==> src/rtl/apb_master_pkg.sv <==
// Shared types and address-map constants for the APB master bridge.
`timescale 1ns/1ps
package apb_master_pkg;

  // Bridge sequencing states
  typedef enum logic [1:0] {
    ST_IDLE,
    ST_SETUP,
    ST_ACCESS,
    ST_DONE
  } apb_state_t;

  // Slave index field inside the byte address
  localparam int unsigned IDX_LSB    = 12;
  localparam int unsigned IDX_MSB    = 15;
  localparam int unsigned IDX_W      = IDX_MSB - IDX_LSB + 1;

  // Peripheral region field compared against the base address
  localparam int unsigned REGION_LSB = 16;
  localparam int unsigned REGION_MSB = 31;
  localparam int unsigned REGION_W   = REGION_MSB - REGION_LSB + 1;

  // Region field of an address
  function automatic logic [REGION_W-1:0] region_of(input logic [31:0] a);
    return a[REGION_MSB:REGION_LSB];
  endfunction

  // Slave index field of an address
  function automatic logic [IDX_W-1:0] index_of(input logic [31:0] a);
    return a[IDX_MSB:IDX_LSB];
  endfunction

endpackage

==> src/rtl/apb_addr_decoder.sv <==
// Combinational address decoder: maps a byte address to a slave index and a
// hit flag (address in the peripheral region and index populated).
`timescale 1ns/1ps
module apb_addr_decoder
  import apb_master_pkg::*;
#(
  parameter int unsigned NUM_SLAVES = 4,
  parameter logic [31:0] BASE_ADDR  = 32'h1000_0000
) (
  input  logic [31:0]      addr,
  output logic             hit,
  output logic [IDX_W-1:0] index
);

  localparam logic [IDX_W:0] SLAVE_COUNT = (IDX_W+1)'(NUM_SLAVES);

  // Byte offset within a slave window plays no part in decoding
  logic unused_offset;
  assign unused_offset = ^addr[IDX_LSB-1:0];

  // Region compare and populated-index check
  always_comb begin
    index = index_of(addr);
    hit   = (region_of(addr) == region_of(BASE_ADDR)) &&
            ({1'b0, index} < SLAVE_COUNT);
  end

endmodule

==> src/rtl/apb_master.sv <==
// Single-initiator APB bridge: takes one CPU-side request at a time, runs an
// APB SETUP/ACCESS transfer to the decoded slave and returns a one-cycle
// completion pulse with read data and an error flag.
`timescale 1ns/1ps
module apb_master
  import apb_master_pkg::*;
#(
  parameter int unsigned NUM_SLAVES = 4,
  parameter logic [31:0] BASE_ADDR  = 32'h1000_0000,
  parameter int unsigned TIMEOUT    = 255
) (
  input  logic                     PCLK,
  input  logic                     PRESET,
  input  logic                     transfer,
  input  logic                     write,
  input  logic [31:0]              addr,
  input  logic [31:0]              wdata,
  output logic [31:0]              rdata,
  output logic                     ready,
  output logic                     err,
  output logic                     busy,
  output logic [31:0]              PADDR,
  output logic [31:0]              PWDATA,
  output logic                     PWRITE,
  output logic                     PENABLE,
  output logic [NUM_SLAVES-1:0]    PSEL,
  input  logic [NUM_SLAVES*32-1:0] PRDATA_S,
  input  logic [NUM_SLAVES-1:0]    PREADY_S
);

  localparam int unsigned         CNT_W    = $clog2(TIMEOUT + 1);
  localparam logic [CNT_W-1:0]    CNT_LAST = CNT_W'(TIMEOUT - 1);

  apb_state_t              state;
  logic [CNT_W-1:0]        cnt;
  logic [IDX_W-1:0]        idx_q;
  logic                    hit_q;

  logic                    dec_hit;
  logic [IDX_W-1:0]        dec_idx;
  logic [NUM_SLAVES-1:0]   dec_onehot;
  logic                    sel_ready;
  logic [31:0]             sel_rdata;

  apb_addr_decoder #(
    .NUM_SLAVES (NUM_SLAVES),
    .BASE_ADDR  (BASE_ADDR)
  ) u_decoder (
    .addr  (addr),
    .hit   (dec_hit),
    .index (dec_idx)
  );

  // One-hot select pattern for the incoming request's index
  always_comb begin
    dec_onehot = '0;
    for (int unsigned i = 0; i < NUM_SLAVES; i++) begin
      if (dec_idx == IDX_W'(i)) begin
        dec_onehot[i] = 1'b1;
      end
    end
  end

  // Return-path mux: only the latched slave's PREADY/PRDATA are visible
  always_comb begin
    sel_ready = 1'b0;
    sel_rdata = '0;
    for (int unsigned i = 0; i < NUM_SLAVES; i++) begin
      if (idx_q == IDX_W'(i)) begin
        sel_ready = PREADY_S[i];
        sel_rdata = PRDATA_S[i*32 +: 32];
      end
    end
  end

  // Transfer sequencer; PSEL/PENABLE/busy are registered alongside the state
  // (PSEL loaded on the IDLE->SETUP edge) so none depend combinationally on PREADY
  always_ff @(posedge PCLK) begin
    if (PRESET) begin
      state   <= ST_IDLE;
      PSEL    <= '0;
      PENABLE <= 1'b0;
      PWRITE  <= 1'b0;
      PADDR   <= '0;
      PWDATA  <= '0;
      rdata   <= '0;
      ready   <= 1'b0;
      err     <= 1'b0;
      busy    <= 1'b0;
      cnt     <= '0;
      idx_q   <= '0;
      hit_q   <= 1'b0;
    end else begin
      case (state)
        ST_IDLE: begin
          if (transfer) begin
            PWRITE <= write;
            PADDR  <= addr;
            PWDATA <= wdata;
            idx_q  <= dec_idx;
            hit_q  <= dec_hit;
            PSEL   <= dec_hit ? dec_onehot : '0;
            cnt    <= '0;
            busy   <= 1'b1;
            state  <= ST_SETUP;
          end
        end

        ST_SETUP: begin
          if (hit_q) begin
            PENABLE <= 1'b1;
            state   <= ST_ACCESS;
          end else begin
            rdata <= '0;
            err   <= 1'b1;
            ready <= 1'b1;
            state <= ST_DONE;
          end
        end

        ST_ACCESS: begin
          cnt <= cnt + CNT_W'(1);
          if (sel_ready) begin
            rdata   <= PWRITE ? '0 : sel_rdata;
            err     <= 1'b0;
            ready   <= 1'b1;
            PSEL    <= '0;
            PENABLE <= 1'b0;
            state   <= ST_DONE;
          end else if (cnt == CNT_LAST) begin
            rdata   <= '0;
            err     <= 1'b1;
            ready   <= 1'b1;
            PSEL    <= '0;
            PENABLE <= 1'b0;
            state   <= ST_DONE;
          end
        end

        ST_DONE: begin
          ready <= 1'b0;
          busy  <= 1'b0;
          state <= ST_IDLE;
        end

        default: begin
          state <= ST_IDLE;
        end
      endcase
    end
  end

endmodule

==> config.mk <==
export PLATFORM = sky130hd
export DESIGN_NAME = apb_master
export DESIGN_NICKNAME = d
export VERILOG_FILES = /design/src/rtl/apb_master_pkg.sv /design/src/rtl/apb_addr_decoder.sv /design/src/rtl/apb_master.sv
export SDC_FILE = /design/constraint.sdc
export NUM_CORES = 1
export LEC_CHECK = 0
export BUFFER_PORTS_ARGS = -buffer_cell sky130_fd_sc_hd__buf_2
export CAP_MARGIN = 20
export CORE_MARGIN = 5
export CORE_UTILIZATION = 30
export CTS_BUF_LIST = sky130_fd_sc_hd__clkbuf_4
export DETAILED_ROUTE_END_ITERATION = 7
export PLACE_DENSITY = 0.59
export RECOVER_POWER = 50
export SETUP_SLACK_MARGIN = 0.3
export SKIP_LAST_GASP = 1
export SYNTH_ARGS = -nofsm -noshare
export SYNTH_HDL_FRONTEND = slang
export SYNTH_SLANG_ARGS = --single-unit
==> constraint.sdc <==
create_clock -name PCLK -period 5 [get_ports PCLK]
set_input_delay 0.75 -clock PCLK [delete_from_list [all_inputs] [get_ports PCLK]]
set_output_delay 0.75 -clock PCLK [all_outputs]
set_load 0.05 [all_outputs]
* Yosys cells after proc, flatten, opt, wreduce, memory -nomap -nowiden *
Cells that the tools add are included.

operators by class
  add/sub/neg operators = 1
  $lt $le $gt $ge = 1
  equal/unequal tests = 15
  muxes and demuxes = 41
  reduce and logical (&&, ||, !) cells = 16

operators with widths
  cell                                                                           count
  32-bit 2-to-1 mux                                                              8
  32-bit case mux with 2 select lines                                            1
  1-bit 2-to-1 mux                                                               17
  16-bit by 13-bit == test with 1-bit output (second input constant)             1
  4-bit by 2-bit == test with 1-bit output (second input constant)               4
  4-bit 2-to-1 mux                                                               4
  8-bit case mux with 2 select lines                                             1
  3-bit AND reduction                                                            4
  8-bit by 1-bit adder with 8-bit output (second input constant)                 1
  4-bit by 1-bit == test with 1-bit output (second input constant)               2
  8-bit == test (second input constant)                                          1
  4-bit logical NOT                                                              2
  8-bit 2-to-1 mux                                                               1
  2-bit case mux with 4 select lines                                             1
  4-bit case mux with 2 select lines                                             1
  2-bit AND reduction                                                            4
  2-bit 2-to-1 mux                                                               3
  2-bit != test (second input constant)                                          3
  1-bit case mux with 2 select lines                                             3
  2-bit nonzero test                                                             3
  2-bit == test (second input constant)                                          2
  4-bit by 3-bit less-than comparator with 1-bit output (second input constant)  1
  3-bit != test (second input constant)                                          1
  1-bit case mux with 3 select lines                                             1
  other kinds (4)                                                                4

word-level totals
  bits in registers = 120
  output and inout bits = 105
  logic and storage cells = 87

* Logic depth before layout (Yosys ltp) *
  depth in word-level cells = 8
  depth in mapped cells = 8
  gate-level depth less buffers = 6

* Cells and area by module *
From an unflattened synthesis, not the netlist that was laid out.

second synthesis, totals
  cell total of the unflattened synthesis = 661
  area total of the unflattened synthesis = 5763.0 um^2

by module, submodules not included
  module            instances  cells an instance  area each (um^2)  seq. area each (um^2)
  apb_master        1          650                5690.5            2402.3
  apb_addr_decoder  1          11                 72.6              0.0

* Worst setup path after synthesis *
No wires, ideal clock.

  kind = register to register
  from = reg PADDR[12] (netlist name)
  to = reg ready
  setup time = 0.121 ns
  arrival = 1.934 ns
  required time = 4.879 ns
  slack = 2.945 ns
  stages on the path, launching flop included = 6
  cells stage by stage = dfxtp_1 > mux2_2 > a22o_1 > buf_4 > o21ai_0 > mux2_2

RTL lines
  what                  RTL line           text
  end signal, assigned  apb_master.sv:87   ready <= 1'b0;
  end signal, assigned  apb_master.sv:116  ready <= 1'b1;
  end signal, assigned  apb_master.sv:126  ready <= 1'b1;
  end, declared         apb_master.sv:19   output logic ready,

* Worst setup path in the final report *
  from = reg state[0]
  to = reg PWDATA[18]

on the way
  longest elaborated chain between the ends = 2

ends and longest elaborated chain
  what                                  RTL line           text
  start, declared                       apb_master.sv:34   apb_state_t state;
  start signal, assigned                apb_master.sv:80   state <= ST_IDLE;
  start signal, assigned                apb_master.sv:105  state <= ST_SETUP;
  start signal, assigned                apb_master.sv:112  state <= ST_ACCESS;
  2-bit logical NOT                     apb_master.sv:94   case (state)
  2-bit AND reduction (no source line)  -
  end signal, assigned                  apb_master.sv:99   PWDATA <= wdata;
  end, declared                         apb_master.sv:23   output logic [31:0] PWDATA,

No other way between the ends.
A chain may end at the register's enable or synchronous reset.

==> impl_results.html <==
<table>
<tr><th>Metric</th><th>Value</th></tr>
<tr><th colspan="2">Synthesis</th></tr>
<tr><td>Post-synthesis simple-gate area fraction</td><td>20.4%</td></tr>
<tr><td>Cell taking the most area after synthesis</td><td>sky130_fd_sc_hd__dfxtp_1</td></tr>
<tr><td>Mean Syn Cell Area</td><td>8.30 sq um</td></tr>
<tr><td>Number of nets in the synthesized netlist</td><td>around 870</td></tr>
<tr><td>Number of storage elements in the synthesis netlist</td><td>about 120</td></tr>
<tr><td>Synth Cell Area</td><td>between 5000 and 6000 sq um</td></tr>
<tr><td>Fraction of the yosys area taken by sequential cells</td><td>42.2%</td></tr>
<tr><td>Number of standard cells after synthesis</td><td>between 600 and 700</td></tr>
<tr><td>Number of distinct standard cells referenced by the synthesized netlist</td><td>38</td></tr>
<tr><td>Compound-gate portion of the synthesized area</td><td>roughly 16%</td></tr>
<tr><td>Proportion of synthesized flip-flops having asynchronous set or reset</td><td>0%</td></tr>
<tr><td>Total number of yosys warnings</td><td>0</td></tr>
<tr><td>Top cell type's share of synthesized area</td><td>between 40% and 50%</td></tr>
<tr><td>Number of enable-type register cells in the synthesized netlist</td><td>0</td></tr>
<tr><td>Combinational family with the most area after synthesis</td><td>simple AND/OR/NAND/NOR gates</td></tr>
<tr><td>Most used DFF post-synth</td><td>sky130_fd_sc_hd__dfxtp_1</td></tr>
<tr><td>Synth area leaders</td><td>sky130_fd_sc_hd__dfxtp_1, sky130_fd_sc_hd__nand2_1, sky130_fd_sc_hd__mux2_2</td></tr>
<tr><td>Proportion of synthesized area in mux cells</td><td>between 10% and 20%</td></tr>
<tr><td>Area share of fa/ha/maj cells after synthesis</td><td>1.36%</td></tr>
<tr><td>Share of the synthesized netlist area taken by xor and xnor gates</td><td>less than 1%</td></tr>
<tr><td>Most frequent cell after synthesis</td><td>sky130_fd_sc_hd__nand2_1</td></tr>
<tr><td>Commonest cells in the netlist</td><td>sky130_fd_sc_hd__nand2_1, sky130_fd_sc_hd__dfxtp_1, sky130_fd_sc_hd__a21oi_1, sky130_fd_sc_hd__mux2i_1, sky130_fd_sc_hd__mux2_2</td></tr>
<tr><th colspan="2">Finish</th></tr>
<tr><td>Nets</td><td>~1100</td></tr>
<tr><td>Fraction of final layout cells with drive strength greater than 1</td><td>about 30%</td></tr>
<tr><td>Area Overhead vs Synth</td><td>32.7%</td></tr>
<tr><th colspan="2">Setup path</th></tr>
<tr><td>Reg-to-Reg Start</td><td>state[0]$_SDFFE_PP0P_</td></tr>
<tr><td>Peak fanout along the critical path</td><td>40</td></tr>
<tr><td>Required time reported for the critical path endpoint</td><td>5450 ps</td></tr>
<tr><td>Crit. Startpoint</td><td>state[0]$_SDFFE_PP0P_</td></tr>
<tr><td>Longest individual stage delay on the worst path</td><td>roughly 1600 ps</td></tr>
<tr><td>CP max stage cell</td><td>sky130_fd_sc_hd__and2_0</td></tr>
<tr><td>Destination of the worst register-to-register timing path</td><td>PWDATA[18]$_SDFFE_PP0P_</td></tr>
<tr><td>Kind of critical path</td><td>flip-flop to flip-flop</td></tr>
<tr><td>Critical Path, Cell by Cell</td><td>inv_1 &gt; ha_1 &gt; and2_0 &gt; buf_4 &gt; nand2_1 &gt; a21oi_1</td></tr>
<tr><td>Worst setup endpoint</td><td>PWDATA[18]$_SDFFE_PP0P_</td></tr>
<tr><td>Type of element launching the critical path</td><td>flip-flop</td></tr>
<tr><td>Flop2flop setup slack</td><td>around 1800 ps</td></tr>
<tr><td>Critical path capture point type</td><td>flip-flop</td></tr>
<tr><td>Worst r2r path cells</td><td>6</td></tr>
<tr><td>Data arrival, critical path</td><td>3620 ps</td></tr>
<tr><th colspan="2">Timing</th></tr>
<tr><td>Number of setup violations in the final report</td><td>0</td></tr>
<tr><td>Unrepaired setup endpoints after global routing</td><td>false</td></tr>
<tr><td>Highest achievable clock rate</td><td>316 MHz</td></tr>
<tr><td>Share of the clock period used by the worst path</td><td>a little under two thirds</td></tr>
<tr><td>Maximum clock skew at final layout</td><td>about 19 ps</td></tr>
<tr><td>Number of pins exceeding their max-slew limit in the final report</td><td>roughly 40</td></tr>
<tr><td>Final Hold Vio Count</td><td>0</td></tr>
<tr><td>Final sum of negative setup slack</td><td>0 ps</td></tr>
<tr><td>Relative slew margins</td><td>-37.6%</td></tr>
<tr><td>Final worst hold slack</td><td>around 440 ps</td></tr>
<tr><td>Fin crit period</td><td>between 3000 and 4000 ps</td></tr>
<tr><td>Slew at the pin with the worst max-slew slack</td><td>2060 ps</td></tr>
<tr><th colspan="2">Pwr</th></tr>
<tr><td>Switching share of power</td><td>46.1%</td></tr>
<tr><td>Net switching component of the power</td><td>1.46 mW</td></tr>
<tr><td>Clock Power Share</td><td>between 10% and 20%</td></tr>
<tr><td>Internal Power</td><td>1.70 mW</td></tr>
<tr><td>Leakage power total</td><td>2.97 nW</td></tr>
<tr><td>Sequential fraction of design power</td><td>roughly a third</td></tr>
<tr><td>Combinational share of power</td><td>a little under half</td></tr>
<tr><td>Maximum VDD drop</td><td>0.207 mV</td></tr>
<tr><td>Total power divided by cell area</td><td>433 nW/um^2</td></tr>
<tr><th colspan="2">GRT</th></tr>
<tr><td>Via count of the first global-routing pass</td><td>5770</td></tr>
<tr><td>Global route total overflow</td><td>0</td></tr>
<tr><td>Total GRT Usage</td><td>between 10% and 20%</td></tr>
<tr><td>First-pass GRT wire length</td><td>30.8 mm</td></tr>
<tr><td>Pin count of the biggest net entering global routing</td><td>69</td></tr>
<tr><td>Initial antenna violation count</td><td>1</td></tr>
<tr><th colspan="2">Clock tree</th></tr>
<tr><td># clock sinks</td><td>between 100 and 150</td></tr>
<tr><td>TritonCTS clock tree</td><td>yes</td></tr>
<tr><td>Total of hold buffers inserted after clock tree synthesis</td><td>0</td></tr>
<tr><td>CTS clock-pin slew for the worst setup and hold paths</td><td>around 110 ps</td></tr>
<tr><td>Cts bufs inserted</td><td>17</td></tr>
<tr><td>CTS resizes</td><td>0</td></tr>
<tr><td>Clock root cell</td><td>sky130_fd_sc_hd__clkbuf_4</td></tr>
<tr><td>Clk Latency, worst-skew pair</td><td>around 530 ps</td></tr>
<tr><td>Largest buffer count on any clock path</td><td>2</td></tr>
<tr><td>Number of H-tree levels</td><td>4</td></tr>
<tr><td>Buffer count from post-CTS setup fixing</td><td>0</td></tr>
<tr><th colspan="2">Run</th></tr>
<tr><td>Number of violations of the max-capacitance limit</td><td>1</td></tr>
<tr><th colspan="2">Drt</th></tr>
<tr><td>Starting DRT DRC Count</td><td>~190</td></tr>
<tr><td>Routed vias</td><td>roughly 5700</td></tr>
<tr><td>Final ANT Viol Nets</td><td>0</td></tr>
<tr><td>Avg WL per Cell</td><td>~16 um</td></tr>
<tr><td>Routed Wire Length</td><td>between 15 and 20 mm</td></tr>
<tr><td>Router iterations before antenna repair</td><td>5</td></tr>
<tr><td>Remaining DRCs</td><td>0</td></tr>
<tr><td>Via density per instance</td><td>approximately 4.8</td></tr>
<tr><th colspan="2">Die</th></tr>
<tr><td>Starting Density</td><td>30.5%</td></tr>
<tr><td>Die height</td><td>~150 um</td></tr>
<tr><td>Floorplan die area</td><td>between 20000 and 25000 sq um</td></tr>
<tr><td>Number of rows created at floorplan</td><td>49</td></tr>
<tr><td>Horizontal die dimension</td><td>roughly 150 um</td></tr>
<tr><td>Core outline area</td><td>18000 sq um</td></tr>
<tr><td>Count of boundary I/O pins</td><td>approximately 310</td></tr>
<tr><th colspan="2">Placement</th></tr>
<tr><td>Count of input and output buffers</td><td>between 300 and 400</td></tr>
<tr><td>Placed wire-length estimate</td><td>14.3 mm</td></tr>
<tr><td>Global placement routability congestion</td><td>0.796</td></tr>
<tr><th colspan="2">Run status</th></tr>
<tr><td>Outcome</td><td>complete, but fails checks</td></tr>
<tr><td>Violated checks</td><td>capacitance limit, slew limit</td></tr>
<tr><th colspan="2">Worst hold path</th></tr>
<tr><td>Worst hold path class</td><td>primary input to flip-flop</td></tr>
<tr><td>Worst Min Path Start</td><td>wdata[0]</td></tr>
</table>
final cells by class:
type / count / area, sq um
antenna: 1 / 2.50
clock inverter: 11 / 87.6
clock buffer: 21 / 158
inverter: 6 / 22.5
timing repair buffer: 314 / 1470
fill: 1930 / 10700
sequential: 116 / 2330
tap: 229 / 287
multi-input combinational: 487 / 2950
routing by layer:
layer / up-vias / part of all wire, % / track usage [%]
met3: 19 / 11 / 9.12
li1: 2895 / - / -
met2: 242 / 47 / 30.5
met1: 2524 / 40 / 19.7
met4: 0 / 0.98 / 3.50
met5: - / 0 / 0
sequential cells by signal, summed over array words and instances (netlist names):
signal,count
cnt,8
PWRITE,1
err,1
hit_q,1
busy,1
state,2
PENABLE,1
PSEL,4
ready,1
PWDATA,32
rdata,32
PADDR,32
cell usage in the layout (no fill, tap or decap), types with 2 or more instances in the layout:
| master | netlist | final |
|---|---|---|
| sky130_fd_sc_hd__nor4b_1 | 2 | 2 |
| sky130_fd_sc_hd__a2bb2oi_1 | 33 | 33 |
| sky130_fd_sc_hd__a21oi_1 | 68 | 68 |
| sky130_fd_sc_hd__inv_1 | 6 | 6 |
| sky130_fd_sc_hd__and3_1 | 2 | 2 |
| sky130_fd_sc_hd__buf_2 | 10 | 205 |
| sky130_fd_sc_hd__clkinv_2 | 0 | 3 |
| sky130_fd_sc_hd__nor2_1 | 18 | 18 |
| sky130_fd_sc_hd__clkinv_1 | 0 | 3 |
| sky130_fd_sc_hd__o21a_1 | 2 | 2 |
| sky130_fd_sc_hd__and2_1 | 3 | 2 |
| sky130_fd_sc_hd__a31oi_1 | 2 | 2 |
| sky130_fd_sc_hd__buf_4 | 5 | 10 |
| sky130_fd_sc_hd__clkinvlp_4 | 0 | 3 |
| sky130_fd_sc_hd__o21ai_0 | 30 | 30 |
| sky130_fd_sc_hd__nor4_1 | 3 | 3 |
| sky130_fd_sc_hd__nand2_1 | 173 | 172 |
| sky130_fd_sc_hd__nand4_1 | 34 | 34 |
| sky130_fd_sc_hd__clkbuf_4 | 0 | 21 |
| sky130_fd_sc_hd__ha_1 | 6 | 6 |
| sky130_fd_sc_hd__mux2_2 | 36 | 35 |
| sky130_fd_sc_hd__nor3_1 | 2 | 2 |
| sky130_fd_sc_hd__nand3_1 | 7 | 7 |
| sky130_fd_sc_hd__xor2_1 | 6 | 6 |
| sky130_fd_sc_hd__nor2b_1 | 2 | 2 |
| sky130_fd_sc_hd__mux2i_1 | 37 | 37 |
| sky130_fd_sc_hd__o21ai_1 | 8 | 7 |
| sky130_fd_sc_hd__dfxtp_1 | 116 | 115 |
| sky130_fd_sc_hd__clkbuf_1 | 34 | 99 |
| sky130_fd_sc_hd__nand2b_1 | 2 | 2 |
power by group through the flow:
stage | sequential, mW | clock, mW | combinational (mW)
2_1_floorplan | 1.48 | 0 | 0.726
3_3_place_gp | 1.12 | 0 | 1.48
3_5_place_dp | 1.13 | 0 | 1.48
4_1_cts | 1.11 | 0.654 | 1.49
5_1_grt | 1.12 | 0.692 | 1.57
6_report | 1.11 | 0.619 | 1.43
through the flow:
stage	total power, mW	instance area, sq um	utilization [%]	std cells	worst slack, ps
floorplan	2.21	5500	-	663	2950
global placement	2.60	7180	39.8	1152	2210
detailed placement	2.61	7180	39.8	1152	2140
CTS	3.25	7420	41.2	1184	2120
global route	3.39	7300	40.5	1184	1280
finish	3.16	7300	40.5	1185	1830
worst min path at each step:
stage               depth (start not counted)                      end  slack [ps]
global route                                3   PWDATA[0]$_SDFFE_PP0P_         380
CTS                                         3  PWDATA[30]$_SDFFE_PP0P_         390
floorplan                                   2      cnt[5]$_SDFFE_PP0P_         470
global placement                            2    PADDR[0]$_SDFFE_PP0P_         440
finish                                      3   PWDATA[0]$_SDFFE_PP0P_         440
detailed placement                          2    PADDR[0]$_SDFFE_PP0P_         440
worst max-delay path: cells and delay by family, from the launching register on:
kind	cells	cell delay, ps
adders and majority gates	1	300
buffers and inverters	2	640
DFF	1	360
and+or+nand+nor	2	1650
AOI/OAI and AO/OA	1	120
cell families after synthesis:
kind of cell	Yosys count
AND/OR/NAND/NOR	254
multiplexers	73
buffers and inverters	60
XOR/XNOR	6
AO/OA/AOI/OAI	148
adder cells (fa/ha/maj)	6
flip-flops	116
(Power assumes the default switching activity.)
